==> src/rtl/uart_frame_tx.sv <==
// uart_frame_tx: serialises one 8-byte pulse-channel status frame into
// byte strobes for a downstream uart_tx. Each byte is held for one full
// UART byte time (10 bits plus a guard bit) before the next strobe.
// The frame carries a sequence number and a mod-256 additive checksum.
module uart_frame_tx #(
  parameter logic [13:0] UART_BPS = 14'd9600,
  parameter logic [25:0] CLK_FREQ = 26'd50_000_000
) (
  input  logic       sys_clk,
  input  logic       sys_rst_n,
  input  logic       send_req,
  input  logic       en1,
  input  logic       en2,
  input  logic [6:0] width1,
  input  logic [6:0] width2,
  input  logic [6:0] gap,
  output logic [7:0] pi_data,
  output logic       pi_flag,
  output logic       busy,
  output logic       done
);

  localparam int unsigned BIT_CYC  = int'(CLK_FREQ) / int'(UART_BPS);
  localparam int unsigned BYTE_CYC = 11 * BIT_CYC;
  localparam int unsigned CNT_W    = (BYTE_CYC > 2) ? $clog2(BYTE_CYC) : 1;
  localparam logic [CNT_W-1:0] CNT_LAST = CNT_W'(BYTE_CYC - 1);

  localparam logic [7:0] FRAME_HDR = 8'h07;

  typedef enum logic [1:0] {
    S_IDLE,
    S_SEND,
    S_WAIT,
    S_DONE
  } state_t;

  state_t           r_state;
  logic [2:0]       r_idx;
  logic [CNT_W-1:0] r_cnt;
  logic [7:0]       r_seq;

  // Frame fields frozen at request time so input changes cannot leak in.
  logic             r_en1;
  logic             r_en2;
  logic [6:0]       r_w1;
  logic [6:0]       r_w2;
  logic [6:0]       r_gap;
  logic [7:0]       r_seq_cap;

  logic [7:0]       w_sum;
  logic [7:0]       w_byte;

  // Additive checksum over B0..B6, carries discarded by the 8-bit width.
  always_comb begin
    w_sum = FRAME_HDR
          + {7'b0, r_en1}
          + {7'b0, r_en2}
          + {1'b0, r_w1}
          + {1'b0, r_w2}
          + {1'b0, r_gap}
          + r_seq_cap;
  end

  // Select the frame byte addressed by the current byte index.
  always_comb begin
    w_byte = '0;
    case (r_idx)
      3'd0:    w_byte = FRAME_HDR;
      3'd1:    w_byte = {7'b0, r_en1};
      3'd2:    w_byte = {7'b0, r_en2};
      3'd3:    w_byte = {1'b0, r_w1};
      3'd4:    w_byte = {1'b0, r_w2};
      3'd5:    w_byte = {1'b0, r_gap};
      3'd6:    w_byte = r_seq_cap;
      default: w_byte = w_sum;
    endcase
  end

  // Frame sequencer: capture, strobe each byte, pace by byte time, finish.
  always_ff @(posedge sys_clk) begin
    if (!sys_rst_n) begin
      r_state   <= S_IDLE;
      r_idx     <= '0;
      r_cnt     <= '0;
      r_seq     <= '0;
      r_en1     <= 1'b0;
      r_en2     <= 1'b0;
      r_w1      <= '0;
      r_w2      <= '0;
      r_gap     <= '0;
      r_seq_cap <= '0;
      pi_data   <= '0;
      pi_flag   <= 1'b0;
      busy      <= 1'b0;
      done      <= 1'b0;
    end else begin
      done <= 1'b0;
      case (r_state)
        S_IDLE: begin
          pi_flag <= 1'b0;
          if (send_req) begin
            r_en1     <= en1;
            r_en2     <= en2;
            r_w1      <= width1;
            r_w2      <= width2;
            r_gap     <= gap;
            r_seq_cap <= r_seq;
            r_idx     <= '0;
            busy      <= 1'b1;
            r_state   <= S_SEND;
          end
        end
        S_SEND: begin
          pi_data <= w_byte;
          pi_flag <= 1'b1;
          r_cnt   <= '0;
          r_state <= S_WAIT;
        end
        S_WAIT: begin
          pi_flag <= 1'b0;
          if (r_cnt == CNT_LAST) begin
            if (r_idx == 3'd7) begin
              r_state <= S_DONE;
            end else begin
              r_idx   <= r_idx + 3'd1;
              r_state <= S_SEND;
            end
          end else begin
            r_cnt <= r_cnt + 1'b1;
          end
        end
        S_DONE: begin
          pi_flag <= 1'b0;
          done    <= 1'b1;
          busy    <= 1'b0;
          r_seq   <= r_seq + 8'd1;
          r_state <= S_IDLE;
        end
        default: begin
          r_state <= S_IDLE;
        end
      endcase
    end
  end

endmodule

==> config.mk <==
export PLATFORM = sky130hd
export DESIGN_NAME = uart_frame_tx
export DESIGN_NICKNAME = d
export VERILOG_FILES = /design/src/rtl/uart_frame_tx.sv
export SDC_FILE = /design/constraint.sdc
export NUM_CORES = 1
export LEC_CHECK = 0
export ABC_AREA = 1
export CAP_MARGIN = 20
export CORE_MARGIN = 2
export CORE_UTILIZATION = 30
export CTS_CLUSTER_SIZE = 14
export DETAILED_ROUTE_END_ITERATION = 16
export SKIP_CTS_REPAIR_TIMING = 1
export SLEW_MARGIN = 20
export SYNTH_ARGS = -nofsm -noshare
export SYNTH_HDL_FRONTEND = slang
export SYNTH_SLANG_ARGS = --single-unit
==> constraint.sdc <==
create_clock -name sys_clk -period 3.06 [get_ports sys_clk]
set_input_delay 0.612 -clock sys_clk [delete_from_list [all_inputs] [get_ports sys_clk]]
set_output_delay 0.612 -clock sys_clk [all_outputs]
set_load 0.02 [all_outputs]
==> run summary <==
Synth Warn #: 0
Worst setup EP type: flip-flop
Fmax: 341 MHz
Finished Core Util: 0.377
Largest net degree at the start of global routing: 48
First-pass GRT wire length: 17400 µm
DRT Pass-1 Iters: 4
P_sw: 945 µW
GRT Total Usage: 0.150
Outcome: complete, no violations
Final Cycle Share: 0.960
HP Class: reg -> reg
Clock sink total: 71
Comb power frac: 0.267
Max_slew headroom: 0.686
Internal: 2030 µW
WL final: 10400 µm
Number of endpoints with negative hold slack in the final report: 0
Worst-Skew Late Latency: 0.34 ns
Gp weighted congestion: 0.866
# diodes: 0
Vias in the first global route: 3625
WS Path Type: reg -> reg
Placed Area: 4670 µm²
Crit-path max FO: 2
CP startpoint kind: flip-flop
Syn avg cell area: 7.18 µm²
Clk pwr share: 0.390
Port-buffer cells: 36
Share of cells above drive strength 1: 0.0912
WL/cell: 13.2 µm
Row cnt: 42
Synth cell types: 35
Most frequent cells in the layout: nand2_1, inv_1, nor2_1
Post-Syn Nets: 632
Post-Syn Instances: 570
Leakage: 0.00212 µW
Worst-case clock buffer depth: 2
Final Max Tran Viols: 0
RSZ-0062 raised after global routing: yes
Final hold slack: 0.454 ns
Worst slew pin tran: 0.471 ns
Post-Syn Area: 4090 µm²
Sw frac: 0.318
Asr flop ratio synth: 0
Via density: 4.74
Placed cells: 774
Post-route design area: 5010 µm²
H-Tree Level Count: 3
Yosys reg bits: 71
Clock Skew: 0.00586 ns
Layout net count: 671
# IOs: 37
Commonest non-fill, non-tap cell in the layout: nand2_1
Core Box Area: 13300 µm²
Maxcap violations: 0
Seq pwr share: 0.343
DP HPWL: 7860 µm
CTS tree: done
Die X: 121 µm
Critical path required time: 3.33 ns
Non-Filler Instances: 790
Seq/Total Area, Yosys: 0.347
Detailed-route via count: 3741
Final setup vio count: 0
Initial Util: 0.308
GR Overflow Total: 0
Primary FF master, synth: dfxtp_1
Die H: 121 µm
Synth-to-Final Area Change: 22.5%
Number of enable flip-flop cells after synthesis: 0
ANT nets after route: 0
Starting DRT DRC Count: 244
Pwr Density: 593 nW/µm²
Initial antenna violation count: 0
Fin crit period: 2.94 ns
Die area: 14600 µm²
Worst vdd ir: 0.300 mV
# DRC: 0
Fillers: 1327
CTS Buf Count: 9
Reg clk slew, reported paths: 0.06 ns
Worst EP arrival: 3.21 ns
CTS Root Cell: clkbuf_16
==> cell families after synthesis <==
| group | synth area share |
|---|---|
| flops | 0.347 |
| buf+inv | 0.0988 |
| simple gates | 0.242 |
| compound gates | 0.164 |
| fa+ha+maj | 0.138 |
| xor+xnor | 0.0107 |
==> state kept, by name, summed over array words and instances, names as in the netlist <==
name,flops
r_gap,7
r_cnt,16
r_en2,1
r_en1,1
busy,1
done,1
r_idx,3
r_state,2
pi_data,8
r_seq_cap,8
r_w2,7
r_w1,7
pi_flag,1
r_seq,8
==> worst paths after layout <==
path | from | to | slack, ns | cells after the start
hold reg to reg | pi_data[2] | pi_data[2] | 0.45 | 2
hold / removal | pi_data[2] | pi_data[2] | 0.45 | 2
setup reg to reg | r_w1[1] | pi_data[7] | 0.12 | 16
setup / recovery | r_w1[1] | pi_data[7] | 0.12 | 16
==> worst max-delay path: stages (launching register included) <==
cell	delay [ns]
dfxtp_2	0.33
inv_1	0.05
ha_1	0.27
inv_1	0.05
fa_1	0.49
inv_1	0.05
fa_1	0.51
inv_1	0.05
ha_2	0.18
fa_2	0.34
inv_2	0.08
o21ai_2	0.07
nand2_1	0.07
nand2_1	0.04
nand2_1	0.06
nand3_1	0.08
a21oi_1	0.15
==> stage by stage <==
stage | worst slack (ns) | setup TNS [ns] | power (µW)
finish | 0.124 | 0 | 2970
global route | -0.0356 | -0.0356 | 3130
CTS | -0.0211 | -0.0303 | 2960
detailed placement | -0.00460 | -0.00465 | 1800
global placement | 0.0470 | 0 | 1770
floorplan | 0.109 | 0 | 1570
==> area by class of cell <==
class | count | area, µm² | area share
clock buffers | 9 | 225 | 0.0449
multi-input cells | 392 | 2280 | 0.455
well taps | 176 | 220 | 0.0439
clock inverters | 7 | 104 | 0.0207
repair buffers | 43 | 413 | 0.0824
inverters | 92 | 345 | 0.0689
flip-flops and latches | 71 | 1420 | 0.284
==> per-layer routing <==
layer	up-vias	global-route usage	routed length, µm
li1	1903	-	-
met1	1758	0.204	4990
met2	73	0.236	4800
met3	7	0.0255	484
met4	0	0.0625	133
met5	-	0	0
==> Yosys cell counts (3+ instances only) <==
master,instances,area share
fa_1,15,0.073
nand4_1,7,0.011
ha_1,21,0.064
nand2_2,7,0.011
o22ai_1,3,0.0046
o211ai_1,3,0.0055
a21oi_1,50,0.061
nand3_1,29,0.035
xor2_1,3,0.0064
nor3_1,3,0.0037
dfxtp_1,71,0.35
or2_2,3,0.0046
clkbuf_1,13,0.012
nor2_1,74,0.068
o21ai_0,56,0.069
inv_1,87,0.080
nand2_1,94,0.086
nor2_2,3,0.0046
inv_2,5,0.0046
==> power groups by stage <==
stage	clock network [µW]	logic [µW]	registers [µW]
finish	1160	794	1020
global route	1210	902	1030
CTS	1180	761	1020
detailed placement	0	756	1040
global placement	0	737	1040
floorplan	0	526	1040
No activity file was read; power rests on OpenSTA's default activity.
